--- config.mk ---
export PLATFORM = sky130hd
export DESIGN_NAME = gemac_cfg_seq
export DESIGN_NICKNAME = d
export VERILOG_FILES = /design/src/rtl/gemac_cfg_pkg.sv /design/src/rtl/wb_single_master.sv /design/src/rtl/gemac_cfg_seq.sv
export SDC_FILE = /design/constraint.sdc
export NUM_CORES = 1
export LEC_CHECK = 0
export CAP_MARGIN = 30
export CORE_MARGIN = 2
export CORE_UTILIZATION = 46
export CTS_BUF_LIST = sky130_fd_sc_hd__clkbuf_4
export CTS_CLUSTER_DIAMETER = 30
export DETAILED_ROUTE_END_ITERATION = 6
export GPL_ROUTABILITY_DRIVEN = 0
export GPL_TIMING_DRIVEN = 0
export PLACE_DENSITY = 0.79
export SETUP_SLACK_MARGIN = 0.15
export SYNTH_ARGS = -nofsm -noshare
export SYNTH_HDL_FRONTEND = slang
export SYNTH_SLANG_ARGS = --single-unit
--- constraint.sdc ---
create_clock -name wb_clk -period 2.1 [get_ports wb_clk]
set_input_delay 0.315 -clock wb_clk [delete_from_list [all_inputs] [get_ports wb_clk]]
set_output_delay 0.315 -clock wb_clk [all_outputs]
set_load 0.03 [all_outputs]
--- src/rtl/gemac_cfg_pkg.sv ---
// Shared constants and types for the GEMAC configuration sequencer.
package gemac_cfg_pkg;

  localparam logic [7:0] ADR_SETTINGS  = 8'h00;
  localparam logic [7:0] ADR_UCAST_H   = 8'h04;
  localparam logic [7:0] ADR_UCAST_L   = 8'h08;
  localparam logic [7:0] ADR_MIIMODER  = 8'h14;
  localparam logic [7:0] ADR_MIIADDR   = 8'h18;
  localparam logic [7:0] ADR_MIICMD    = 8'h20;
  localparam logic [7:0] ADR_MIISTATUS = 8'h24;
  localparam logic [7:0] ADR_MIIRX     = 8'h28;

  localparam logic [4:0]  BMSR_REG     = 5'd1;
  localparam int          LINK_BIT     = 2;
  localparam logic [31:0] MIICMD_RSTAT = 32'h2;
  localparam int          MIISTAT_BUSY = 1;

  typedef enum logic [3:0] {
    ST_IDLE, ST_CFG0, ST_CFG1, ST_CFG2, ST_CFG3,
    ST_MADDR, ST_MCMD, ST_MBUSY, ST_MRD, ST_WAIT
  } state_t;

  typedef struct packed {
    logic        we;
    logic [7:0]  adr;
    logic [31:0] dat;
  } xact_t;

  function automatic logic is_cfg(input state_t s);
    return (s == ST_CFG0) || (s == ST_CFG1) || (s == ST_CFG2) || (s == ST_CFG3);
  endfunction

endpackage

--- src/rtl/wb_single_master.sv ---
// Single-outstanding wishbone master: launches one transaction per req and
// ends it on ack or after ACK_TIMEOUT cycles without one.
module wb_single_master #(
  parameter logic [9:0] ACK_TIMEOUT = 10'd255
) (
  input  logic        clk,
  input  logic        rst_n,
  input  logic        req,
  input  logic        we,
  input  logic [7:0]  adr,
  input  logic [31:0] dat,
  output logic        done,
  output logic        timeout,
  output logic [31:0] rdata,
  output logic        cyc,
  output logic        stb,
  output logic        bus_we,
  output logic [7:0]  bus_adr,
  output logic [31:0] bus_wdat,
  input  logic [31:0] bus_rdat,
  input  logic        ack
);

  logic [9:0] tcnt;

  assign stb     = cyc;
  assign rdata   = bus_rdat;
  assign done    = cyc & ack;
  assign timeout = cyc & ~ack & (tcnt >= ACK_TIMEOUT - 10'd1);

  // NOTE: state registers use non-blocking assignments so every flop samples pre-edge values.
  always_ff @(posedge clk or negedge rst_n) begin
    if (!rst_n) begin
      cyc      <= 1'b0;
      bus_we   <= 1'b0;
      bus_adr  <= '0;
      bus_wdat <= '0;
      tcnt     <= '0;
    end else if (cyc) begin
      if (done || timeout) cyc <= 1'b0;
      else if (tcnt != '1) tcnt <= tcnt + 10'd1;
    end else if (req) begin
      cyc      <= 1'b1;
      bus_we   <= we;
      bus_adr  <= adr;
      bus_wdat <= dat;
      tcnt     <= '0;
    end
  end

endmodule

--- src/rtl/gemac_cfg_seq.sv ---
// Configures the simple_gemac over wishbone after reset, then polls the PHY
// BMSR through the MIIM registers to keep link state current.
module gemac_cfg_seq
  import gemac_cfg_pkg::*;
#(
  parameter logic [47:0] MAC_ADDR     = 48'h0050_C285_3FFF,
  parameter logic [31:0] SETTINGS_VAL = 32'h0000_0019,
  parameter logic [7:0]  MIIM_DIV     = 8'd25,
  parameter logic [4:0]  PHY_ADDR     = 5'd0,
  parameter logic [23:0] POLL_CYCLES  = 24'd500_000,
  parameter logic [9:0]  ACK_TIMEOUT  = 10'd255
) (
  input  logic        wb_clk,
  input  logic        wb_rst_n,
  input  logic        restart,
  input  logic        hold,
  output logic        wb_cyc,
  output logic        wb_stb,
  output logic        wb_we,
  output logic [7:0]  wb_adr,
  output logic [31:0] wb_dat_o,
  input  logic [31:0] wb_dat_i,
  input  logic        wb_ack,
  output logic        cfg_done,
  output logic        link_up,
  output logic [15:0] phy_status,
  output logic        err
);

  state_t      state, state_nxt;
  logic [23:0] pcnt;
  logic        cfg_fail, rst_pend;
  logic        xact, req, done, timeout;
  xact_t       x;
  logic [31:0] rdata;
  wire         unused_rdata_hi = &{1'b0, rdata[31:16]};

  wb_single_master #(.ACK_TIMEOUT(ACK_TIMEOUT)) u_master (
    .clk(wb_clk), .rst_n(wb_rst_n),
    .req(req), .we(x.we), .adr(x.adr), .dat(x.dat),
    .done(done), .timeout(timeout), .rdata(rdata),
    .cyc(wb_cyc), .stb(wb_stb), .bus_we(wb_we), .bus_adr(wb_adr),
    .bus_wdat(wb_dat_o), .bus_rdat(wb_dat_i), .ack(wb_ack)
  );

  // NOTE: always_comb assigns every output a default first so no path infers a latch.
  always_comb begin
    xact = 1'b1;
    x    = '{we: 1'b1, adr: ADR_SETTINGS, dat: 32'h0};
    case (state)
      ST_CFG0:  x = '{we: 1'b1, adr: ADR_SETTINGS,  dat: SETTINGS_VAL};
      ST_CFG1:  x = '{we: 1'b1, adr: ADR_UCAST_H,   dat: {16'h0, MAC_ADDR[47:32]}};
      ST_CFG2:  x = '{we: 1'b1, adr: ADR_UCAST_L,   dat: MAC_ADDR[31:0]};
      ST_CFG3:  x = '{we: 1'b1, adr: ADR_MIIMODER,  dat: {24'h0, MIIM_DIV}};
      ST_MADDR: x = '{we: 1'b1, adr: ADR_MIIADDR,   dat: {19'h0, BMSR_REG, 3'b0, PHY_ADDR}};
      ST_MCMD:  x = '{we: 1'b1, adr: ADR_MIICMD,    dat: MIICMD_RSTAT};
      ST_MBUSY: x = '{we: 1'b0, adr: ADR_MIISTATUS, dat: 32'h0};
      ST_MRD:   x = '{we: 1'b0, adr: ADR_MIIRX,     dat: 32'h0};
      default:  xact = 1'b0;
    endcase
  end

  // hold and restart only gate the launch; an in-flight transaction always finishes.
  assign req = xact & ~wb_cyc & ~hold & ~restart;

  always_comb begin
    state_nxt = state;
    if (wb_cyc) begin
      if (done || timeout) begin
        if (restart || rst_pend) state_nxt = ST_CFG0;
        else if (timeout)        state_nxt = ST_WAIT;
        else begin
          case (state)
            ST_CFG0:  state_nxt = ST_CFG1;
            ST_CFG1:  state_nxt = ST_CFG2;
            ST_CFG2:  state_nxt = ST_CFG3;
            ST_CFG3:  state_nxt = ST_MADDR;
            ST_MADDR: state_nxt = ST_MCMD;
            ST_MCMD:  state_nxt = ST_MBUSY;
            ST_MBUSY: state_nxt = rdata[MIISTAT_BUSY] ? ST_MBUSY : ST_MRD;
            ST_MRD:   state_nxt = ST_WAIT;
            default:  state_nxt = state;
          endcase
        end
      end
    end else if (restart) begin
      state_nxt = ST_CFG0;
    end else begin
      case (state)
        ST_IDLE: state_nxt = ST_CFG0;
        ST_WAIT: if (pcnt >= POLL_CYCLES - 24'd1) state_nxt = cfg_fail ? ST_CFG0 : ST_MADDR;
        default: state_nxt = state;
      endcase
    end
  end

  always_ff @(posedge wb_clk or negedge wb_rst_n) begin
    if (!wb_rst_n) begin
      state      <= ST_IDLE;
      pcnt       <= '0;
      cfg_fail   <= 1'b0;
      rst_pend   <= 1'b0;
      cfg_done   <= 1'b0;
      link_up    <= 1'b0;
      phy_status <= '0;
      err        <= 1'b0;
    end else begin
      state    <= state_nxt;
      rst_pend <= wb_cyc & ~(done | timeout) & (rst_pend | restart);

      if (state != ST_WAIT) pcnt <= '0;
      else if (pcnt != '1)  pcnt <= pcnt + 24'd1;

      // Remembers whether the wait was entered from a failed configuration write.
      if (wb_cyc && (done || timeout)) cfg_fail <= timeout & is_cfg(state);

      if (timeout)      err <= 1'b1;
      else if (restart) err <= 1'b0;

      if (restart)                      cfg_done <= 1'b0;
      else if (done && state == ST_CFG3) cfg_done <= 1'b1;

      if (done && state == ST_MRD) begin
        phy_status <= rdata[15:0];
        link_up    <= rdata[LINK_BIT];
      end
    end
  end

endmodule

==> metrics.md, run 1 <==
| Metric | Value |
|---|---|
| Status | `finished with violations` |
| Violated checks | `hold timing` |
| # clock sinks | `70` |
| Seq/Total Area, Yosys | `45.2%` |
| Synth top area share | `a little under half` |
| Post-synthesis cell count | `414` |
| CTS Buffer Depth | `2` |
| Layout cells sized above 1 | `about 34%` |
| FF-to-FF setup slack | `80 ps` |
| Initial antenna violation count | `0` |
| Filler instances | `~620` |
| Max cap viols | `0` |
| Final #Nets | `587` |
| RR Startpoint | `u_master.tcnt[1]` |
| TritonCTS buffer count | `9` |
| IO buf count | `between 60 and 70` |
| Hold Crit Class | `in -> async` |
| CTS tree | `yes` |
| Area of the core | `around 0.0082 mm2` |
| Remaining DRCs | `0` |
| Total gr overflow | `0` |
| Initial Util | `between 40 and 50%` |
| Wire length per cell | `between 15 and 20 um` |
| Pwr per Cell Area | `710 mW/mm2` |
| Syn avg cell area | `9.37 um2` |
| First-pass GRT wire length | `roughly 16,000 um` |
| Synth area leaders | `dfrtp_1, buf_4, mux2_2, nor2_1, nand2_1` |
| Tmin final | `slightly above 2000 ps` |
| YS warnings | `0` |
| 1st-iter DRT viols | `213` |
| FP Rows | `33` |
| Setup Crit Path Kind | `reg -> reg` |
| Max VDD drop | `approximately 0.00037 V` |
| Clock Skew | `between 8 and 9 ps` |
| Largest net degree at the start of global routing | `71` |
| Placed Cells | `approximately 600` |
| Most used DFF post-synth | `dfrtp_1` |
| Chip width | `approximately 96 um` |
| GRT Util Overall | `22.3%` |
| Post-Route WL | `10,700 um` |
| Worst r2r path cells | `7` |
| RSZ-0062 raised after global routing | `yes` |
| Final WS setup | `roughly 76 ps` |
| Mapped cell area | `around 0.0039 mm2` |
| ANT nets after route | `0` |
| Pre-CTS setup slack | `-143 ps` |
| Maximum fanout along the worst path | `3` |
| Fin cells | `657` |
| Fmax | `about 490 MHz` |
| EDFF count, synth | `0` |
| Critical Path AT | `roughly 2400 ps` |
| Netlist cell types | `56` |
| Pre-antenna DRT Iters | `4` |
| Pleak | `2.51 nW` |
| Reg2reg end | `state[3]` |
| Ys async rst share | `between 90% and 100%` |
| Crit start category | `register` |
| Tcrit/Tclk final | `between 90% and 100%` |
| Max Slew Vio Count | `0` |
| DP Area | `about 0.0047 mm2` |
| Slew headroom | `between 40% and 50%` |
| Vias | `3,725` |
| Clock latency on the worst-skew pair | `around 440 ps` |
| Post-detail-place hpwl | `6320 um` |
| Fin area | `between 0.005 and 0.006 mm2` |
| Clock Root Buffer | `clkbuf_4` |
| Commonest cells post-synth | `dfrtp_1, nor2_1, nand2_1, buf_4, a21oi_1` |
| Vias per cell | `5.67` |
| CP endpoint kind | `register` |
| Setup violations, final | `0` |
| Most numerous cell in the Yosys netlist | `dfrtp_1` |
| Die Height | `~96 um` |
| Antenna Cells | `0` |
| H-tree depth | `3` |
| Die area | `around 0.009 mm2` |
| Hold slack | `-25.1 ps` |
| Boundary Pins | `99` |
| Worst Max-Slew Pin Slew | `about 870 ps` |
| CP required | `2430 ps` |
| Vias in the first global route | `about 3,400` |
| #FFs+latches synth | `70` |
| Synthesis-to-layout area growth | `39.7%` |
| Final Hold Fails | `24` |
| Tot Pwr | `roughly 3.9 mW` |
| Yosys top cell by area | `dfrtp_1` |
| Clk slew on worst S/H paths | `around 130 ps` |
-- metal layers --
| layer | GRT usage [%] | vias to the layer above | wire length [um] |
|---|---|---|---|
| met5 | 0 | - | 0 |
| met4 | 10.0 | 0 | 330 |
| met3 | 3.52 | 36 | 684 |
| met2 | 37.9 | 180 | 5520 |
| met1 | 27.9 | 1809 | 4140 |
| li1 | - | 1700 | - |
-- final cells by class --
| class | instances | area (um2) | share of cell area (%) |
|---|---|---|---|
| clock inverters | 7 | 81.3 | 1.50 |
| well taps | 105 | 131 | 2.42 |
| clock buffers | 9 | 67.6 | 1.25 |
| repair buffers | 107 | 938 | 17.3 |
| multi-input cells | 294 | 2010 | 37.0 |
| plain buffers | 55 | 395 | 7.29 |
| inverters | 10 | 37.5 | 0.693 |
| flip-flops and latches | 70 | 1760 | 32.5 |
-- power breakdown --
part | switching [mW] | internal (mW) | total (mW)
Combinational | 0.768 | 0.600 | 1.37
Clock | 0.569 | 0.378 | 0.946
Sequential | 0.0926 | 1.44 | 1.54
Total | 1.43 | 2.42 | 3.85
-- per-stage QoR --
step / setup TNS (ps) / utilization, %
2_1_floorplan: 0 / -
3_3_place_gp: -113640 / 57.8
3_5_place_dp: -2120 / 57.8
4_1_cts: 0 / 62.8
5_1_grt: 0 / 66.3
6_report: 0 / 66.3
-- sequential cells by signal (all words and copies together), names as in the netlist --
name               flops
u_master.bus_we        1
u_master.bus_wdat      6
pcnt                  24
cfg_done               1
u_master.tcnt         10
err                    1
phy_status            16
u_master.bus_adr       4
state                  4
u_master.cyc           1
cfg_fail               1
rst_pend               1
-- critical path, cell delays in order (launching register included) --
cell and delay (ps):
dfrtp_2 440, ha_2 170, o2111a_2 300, a211oi_4 330, buf_6 150, o211ai_1 70, and3_1 210, mux2_4 260
-- kinds of logic (layout without fill, tap and decap cells) --
group	count (synthesis)	count (layout)	synth area share, %
AO/OA/AOI/OAI	83	83	14.2
XOR/XNOR	20	20	4.52
adder cells (fa/ha/maj)	3	3	0.968
buffers and inverters	65	188	9.68
flip-flops	70	70	45.2
multiplexers	20	20	5.77
other	1	16	0.0967
AND/OR/NAND/NOR	152	152	19.6
-- cell usage in the layout (no fill, tap or decap), types with 3 or more instances in the layout --
cell and n:
clkbuf_4 12, nand2b_1 3, xnor2_1 13, buf_4 90, and3_1 4, o2111ai_1 3
dfrtp_2 7, a21oi_1 23, nor2_1 43, a31o_2 6, conb_1 16, nor4_4 3
o211ai_1 3, a211oi_2 3, clkbuf_2 5, a22oi_1 3, buf_2 5, buf_6 5
o21ai_0 15, dfrtp_1 63, and2_1 3, nor3_1 10, nand3_1 14, clkinvlp_4 3
clkdlybuf4s50_1 46, inv_1 10, nand4_1 10, nor4_2 3, o31ai_1 3, xor2_1 7
nand2_1 35, mux2_2 18, and4_1 3
-- timing repair --
item	4_1_cts	5_1_grt
pin swaps	6	13
hold buffers	0	0
gates resized for setup	57	40
endpoints found under the hold margin	0	0
endpoints found under the setup margin	71	57
setup buffers	17	26
-- worst max-delay path by stage --
stage                startpoint               end  depth (start not counted)
2_1_floorplan      u_master.cyc          state[1]                          6
3_3_place_gp           wb_rst_n    phy_status[15]                          1
3_5_place_dp               hold  u_master.tcnt[4]                          7
4_1_cts        u_master.tcnt[1]          state[2]                          6
5_1_grt        u_master.tcnt[0]          state[3]                          8
6_report       u_master.tcnt[1]          state[3]                          7
Note: power is estimated with default switching activity, not from simulation.
==> run 2: changes to the inputs <==
==> constraint.sdc (replaced) <==
create_clock -name wb_clk -period 2.1 [get_ports wb_clk]
set_input_delay 0.315 -clock wb_clk [delete_from_list [all_inputs] [get_ports wb_clk]]
set_output_delay 0.315 -clock wb_clk [all_outputs]
set_load 0.1 [all_outputs]
==> run 2 against run 1 <==
The run still ends with hold timing left. Die area stayed put. Utilization fell by 1.4 points. Worst setup slack worse by 19 ps. First-iteration DRC count rose by 45%. Worst hold slack worse by 1.4 ps. Flip-flop and latch count unchanged. Clock-buffer cell count is 1 higher. Sequential power is essentially flat. Via count is 1.9% lower. Final cell count down 1.2%. Total power up 21%. Critical path type unchanged. Critical endpoint is now state[1].
==> metrics.md, run 2 (synthesis results as in run 1) <==
| Metric | Value |
|---|---|
| # clock sinks | `70` |
| Vias in the first global route | `approximately 3,300` |
| CTS hold repair buffers | `0` |
| Setup violations, final | `0` |
| Post-Route WL | `roughly 10,000 um` |
| Final #Nets | `about 580` |
| H-tree depth | `3` |
| Commonest cells after routing, fill and taps aside | `buf_4, dfrtp_1, nor2_1` |
| IO buf count | `64` |
| Chip width | `roughly 96 um` |
| Initial Util | `around 47%` |
| Maximum fanout along the worst path | `10` |
| Final Core Density | `about two thirds` |
| Antenna Cells | `0` |
| Final Hold Fails | `21` |
| 1st-iter DRT viols | `around 310` |
| Top reg by flops | `pcnt` |
| Comb power frac | `between 40% and 50%` |
| Clock latency on the worst-skew pair | `approximately 430 ps` |
| Synthesis-to-layout area growth | `36.9%` |
| Initial antenna violation count | `0` |
| Tmin final | `2040 ps` |
| Largest regs | `pcnt (24), phy_status (16), u_master.tcnt (10)` |
| Layout cells sized above 1 | `between 30% and 40%` |
| GRT Util Overall | `between 20 and 25%` |
| CTS tree | `yes` |
| Status | `finished with violations` |
| Filler instances | `639` |
| Hold slack | `-26.5 ps` |
| Worst Max-Slew Pin Slew | `~860 ps` |
| Total gr overflow | `0` |
| Crit start category | `register` |
| Sequential cell area | `between 0.0015 and 0.002 mm2` |
| Max reg flops | `24` |
| CP endpoint kind | `register` |
| Setup Crit Path Kind | `reg -> reg` |
| Max Slew Vio Count | `0` |
| Critical Path AT | `roughly 2400 ps` |
| Area of the core | `roughly 0.0082 mm2` |
| CP required | `~2400 ps` |
| Max VDD drop | `around 0.0004 V` |
| Flop pwr share | `33.1%` |
| Vias | `3,653` |
| FP Rows | `33` |
| ANT nets after route | `0` |
| Switch share | `a little under half` |
| Boundary Pins | `roughly 100` |
| Setup TNS Final | `0 ps` |
| CTS Buffer Depth | `2` |
| Remaining DRCs | `0` |
| Clock share of power | `a little over a fifth` |
| Pwr per Cell Area | `about 870 mW/mm2` |
| Clock Skew | `9.09 ps` |
| Max cap viols | `0` |
| Clk slew on worst S/H paths | `120 ps` |
| Fmax | `489 MHz` |
| First-pass GRT wire length | `15,800 um` |
| Pleak | `2.46 nW` |
| Slew headroom | `between 40% and 50%` |
| Vias per cell | `roughly 5.6` |
| Tcrit/Tclk final | `a little over nine tenths` |
| Post-detail-place hpwl | `approximately 6400 um` |
| Die Height | `95.8 um` |
| Switching Power | `2.17 mW` |
| Clock Root Buffer | `clkbuf_4` |
| RSZ-0062 raised after global routing | `yes` |
| Die area | `roughly 0.0092 mm2` |
| Violated checks | `hold timing` |
| Wire length per cell | `between 15 and 20 um` |
| TritonCTS buffer count | `9` |
| Multi-input combinational cell area | `0.00201 mm2` |
| Leading cell type in the layout, fill and taps excluded | `buf_4` |
| Internal power | `between 2 and 2.5 mW` |
| Hold Crit Class | `in -> async` |
| Pre-antenna DRT Iters | `6` |
| Largest net degree at the start of global routing | `71` |
## run 2: cell types whose count changed in the layout (fill, tap and decap cells not counted), moves of 2 or more
cell	before	now
clkdlybuf4s15_2	0	22
dlygate4sd2_1	2	0
clkdlybuf4s50_1	46	17
clkinvlp_4	3	1
dlymetal6s2s_1	2	0
buf_2	5	16
clkbuf_2	5	17
buf_4	90	72
nor4_2	3	1
## run 2: worst max-delay path: stages (launching register included)
cell and delay (ps):
dfrtp_4 530, buf_4 190, a41oi_1 220, nor3_1 110, nor4_4 480, mux2_2 390
## run 2: routing by layer
layer | vias to the layer above | global-route usage (%) | part of all wire [%]
met3 | 36 | 5.72 | 7.6
met1 | 1746 | 27.6 | 39
li1 | 1678 | - | -
met5 | - | 0 | 0
met4 | 0 | 7.62 | 2.4
met2 | 193 | 36.7 | 51
## run 2: metrics by stage
step           worst slack [ps]  power, mW  std cells  hold slack [ps]  instance area (um2)
2_1_floorplan               121       3.13        429             19.4                 3970
3_3_place_gp              -2040       3.52        598              457                 4740
3_5_place_dp               -187       3.56        598              459                 4740
4_1_cts                     117       4.55        631             25.0                 5120
5_1_grt                   -7.04       4.82        649             51.2                 5310
6_report                   56.3       4.64        649            -26.5                 5310
## run 2: repair_timing
action	CTS	global route
setup buffers	17	18
resized for setup	184	52
setup endpoints to repair	99	53
pin swaps	9	10
## run 2: path summary, 6_finish.rpt
kind,startpoint,to,slack (ps),cells past startpoint
setup reg to reg,u_master.cyc,state[1],60,5
setup / recovery,u_master.cyc,state[1],60,5
max in group asynchronous,wb_rst_n,u_master.cyc,1500,1
hold reg to reg,u_master.bus_adr[4],u_master.bus_adr[4],490,2
min in group wb_clk,restart,cfg_done,190,2
hold / removal,wb_rst_n,u_master.tcnt[6],-30,1
## run 2: final cells by class
| type | count | area share [%] |
|---|---|---|
| flip-flops and latches | 70 | 33.2 |
| clock buffers | 10 | 1.41 |
| well taps | 105 | 2.47 |
| repair buffers | 99 | 15.3 |
| inverters | 10 | 0.707 |
| multi-input cells | 294 | 37.9 |
| clock inverters | 6 | 1.60 |
| plain buffers | 55 | 7.38 |
## run 2: power groups by stage
stage	clock network (mW)	registers, mW	logic [mW]
final	1.01	1.54	2.09
after global routing	1.08	1.55	2.19
after CTS	1.01	1.53	2.01
after detailed placement	0	1.58	1.98
after global placement	0	1.57	1.95
after floorplan	0	1.92	1.20
==> run 3: changes to the inputs <==
CTS_BUF_LIST = sky130_fd_sc_hd__clkbuf_4 sky130_fd_sc_hd__clkbuf_8   (was sky130_fd_sc_hd__clkbuf_4)
==> run 3 against run 2 <==
The flow now finishes without violations. Highest routed layer unchanged. Via count shrank 3.4%. Die area is the same. Sequential power is essentially flat. Sequential share of layout area grew 0.21 points. Maximum frequency shrank 0.11%. Non-clock buffer count shrank 15. Routed wire length shrank 5.3%. Largest cell class unchanged. Utilization shrank 0.46 points. Cell area shrank 0.71%.
==> metrics.md, run 3 (synthesis results as in run 1) <==
| Metric | Value |
|---|---|
| Status | `finished clean` |
| Max reg flops | `24` |
| Pre-CTS setup slack | `-187 ps` |
| Clk slew on worst S/H paths | `about 80 ps` |
| Max Slew Vio Count | `0` |
| Leading cell type in the layout, fill and taps excluded | `dfrtp_1` |
| Setup Crit Path Kind | `reg -> reg` |
| GRT Util Overall | `21.7%` |
| Critical Path AT | `2270 ps` |
| Clock Root Buffer | `clkbuf_8` |
| Top reg by flops | `pcnt` |
| Pwr per Cell Area | `a little over 900 mW/mm2` |
| Placed Cells | `598` |
| FP Rows | `33` |
| Post-detail-place hpwl | `approximately 6400 um` |
| Fin cells | `634` |
| 1st-iter DRT viols | `around 220` |
| Filler instances | `634` |
| Final #Nets | `approximately 560` |
| Worst r2r path cells | `5` |
| Worst Max-Slew Pin Slew | `a little under 1000 ps` |
| Synthesis-to-layout area growth | `35.9%` |
| Crit. Startpoint | `pcnt[16]` |
| CP endpoint kind | `register` |
| Clock Skew | `roughly 4.1 ps` |
| H-tree depth | `3` |
| Maximum fanout along the worst path | `5` |
| RR Startpoint | `pcnt[16]` |
| TritonCTS buffer count | `9` |
| Crit start category | `register` |
| IO buf count | `64` |
| Initial Util | `a little under half` |
| Vias per cell | `5.57` |
| Remaining DRCs | `0` |
| Final WS setup | `54.0 ps` |
| Wire length per cell | `15.5 um` |
| FF-to-FF setup slack | `~54 ps` |
| First-pass GRT wire length | `15,800 um` |
| CP required | `between 2000 and 2500 ps` |
| CTS Buffer Depth | `2` |
| CTS tree | `yes` |
| Final Hold Fails | `0` |
| Antenna Cells | `0` |
| Sequential cell area | `about 0.0018 mm2` |
| Chip width | `roughly 96 um` |
| Post-Route WL | `about 9800 um` |
| Slew headroom | `35.4%` |
| Tcrit/Tclk final | `97.4%` |
| Pleak | `roughly 2.5 nW` |
| Setup TNS Final | `0 ps` |
| Max cap viols | `0` |
| Commonest cells after routing, fill and taps aside | `dfrtp_1, buf_4, nor2_1` |
| Multi-input combinational cell area | `0.00201 mm2` |
| Fmax | `slightly below 500 MHz` |
| Tmin final | `between 2000 and 2500 ps` |
| RSZ-0062 raised after global routing | `yes` |
| Largest net degree at the start of global routing | `around 70` |
| Die Height | `95.8 um` |
| Clock latency on the worst-skew pair | `roughly 340 ps` |
| Die area | `between 0.009 and 0.01 mm2` |
| Vias in the first global route | `around 3,300` |
| Boundary Pins | `99` |
| Pre-antenna DRT Iters | `7` |
| Total gr overflow | `0` |
| # clock sinks | `70` |
| Setup violations, final | `0` |
| Max VDD drop | `between 0.0003 and 0.0004 V` |
| Layout cells sized above 1 | `a little under a third` |
| Initial antenna violation count | `0` |
| Vias | `3,529` |
| ANT nets after route | `0` |
| Area of the core | `between 0.008 and 0.009 mm2` |
| Hold Crit Class | `in -> async` |
| Largest regs | `pcnt (24), phy_status (16), u_master.tcnt (10)` |
[run 3: per-stage QoR]
stage / area, um2 / hold WS (ps) / total power [mW] / utilization (%)
floorplan: 3970 / 19.4 / 3.13 / -
global placement: 4740 / 457 / 3.52 / 58.0
detailed placement: 4740 / 459 / 3.56 / 57.9
CTS: 5120 / 107 / 4.80 / 62.6
global route: 5270 / 143 / 5.06 / 64.5
finish: 5270 / 69.4 / 4.86 / 64.5
[run 3: area by class of cell]
cell class	count	area share (%)
multi-input combinational	294	38.2
sequential	70	33.4
timing repair buffer	84	13.6
buffer	55	7.29
clock buffer	11	2.75
tap	105	2.49
clock inverter	5	1.54
inverter	10	0.712
[run 3: worst paths after layout]
check | endpoint
hold / removal | u_master.tcnt[6]
setup reg to reg | pcnt[22]
min in group wb_clk | cfg_done
max in group asynchronous | pcnt[11]
hold reg to reg | u_master.bus_wdat[4]
setup / recovery | pcnt[22]
[run 3: repair_timing]
action / in CTS / in global routing
hold buffers: 0 / 0
resized for setup: 135 / 47
setup buffers: 14 / 6
pin swaps: 10 / 6
setup endpoints to repair: 99 / 47
[run 3: worst max-delay path, stage by stage (launching register included)]
cell     delay (ps)
dfrtp_1         440
nand4_1         240
or4_4           550
or4b_1          490
xor2_1          150
nor2_1           60
[run 3: routing by layer]
metal	vias to the layer above	wire length (um)	GRT usage, %
li1	1648	-	-
met1	1688	3940	27.5
met2	176	5100	36.7
met3	17	658	4.93
met4	0	118	7.50
met5	-	0	0
[run 3: where the power goes]
part,leakage (nW),internal [mW],switching (mW)
Combinational,1.44,0.528,1.55
Sequential,0.941,1.45,0.0860
Clock,0.113,0.717,0.533
Total,2.49,2.69,2.17
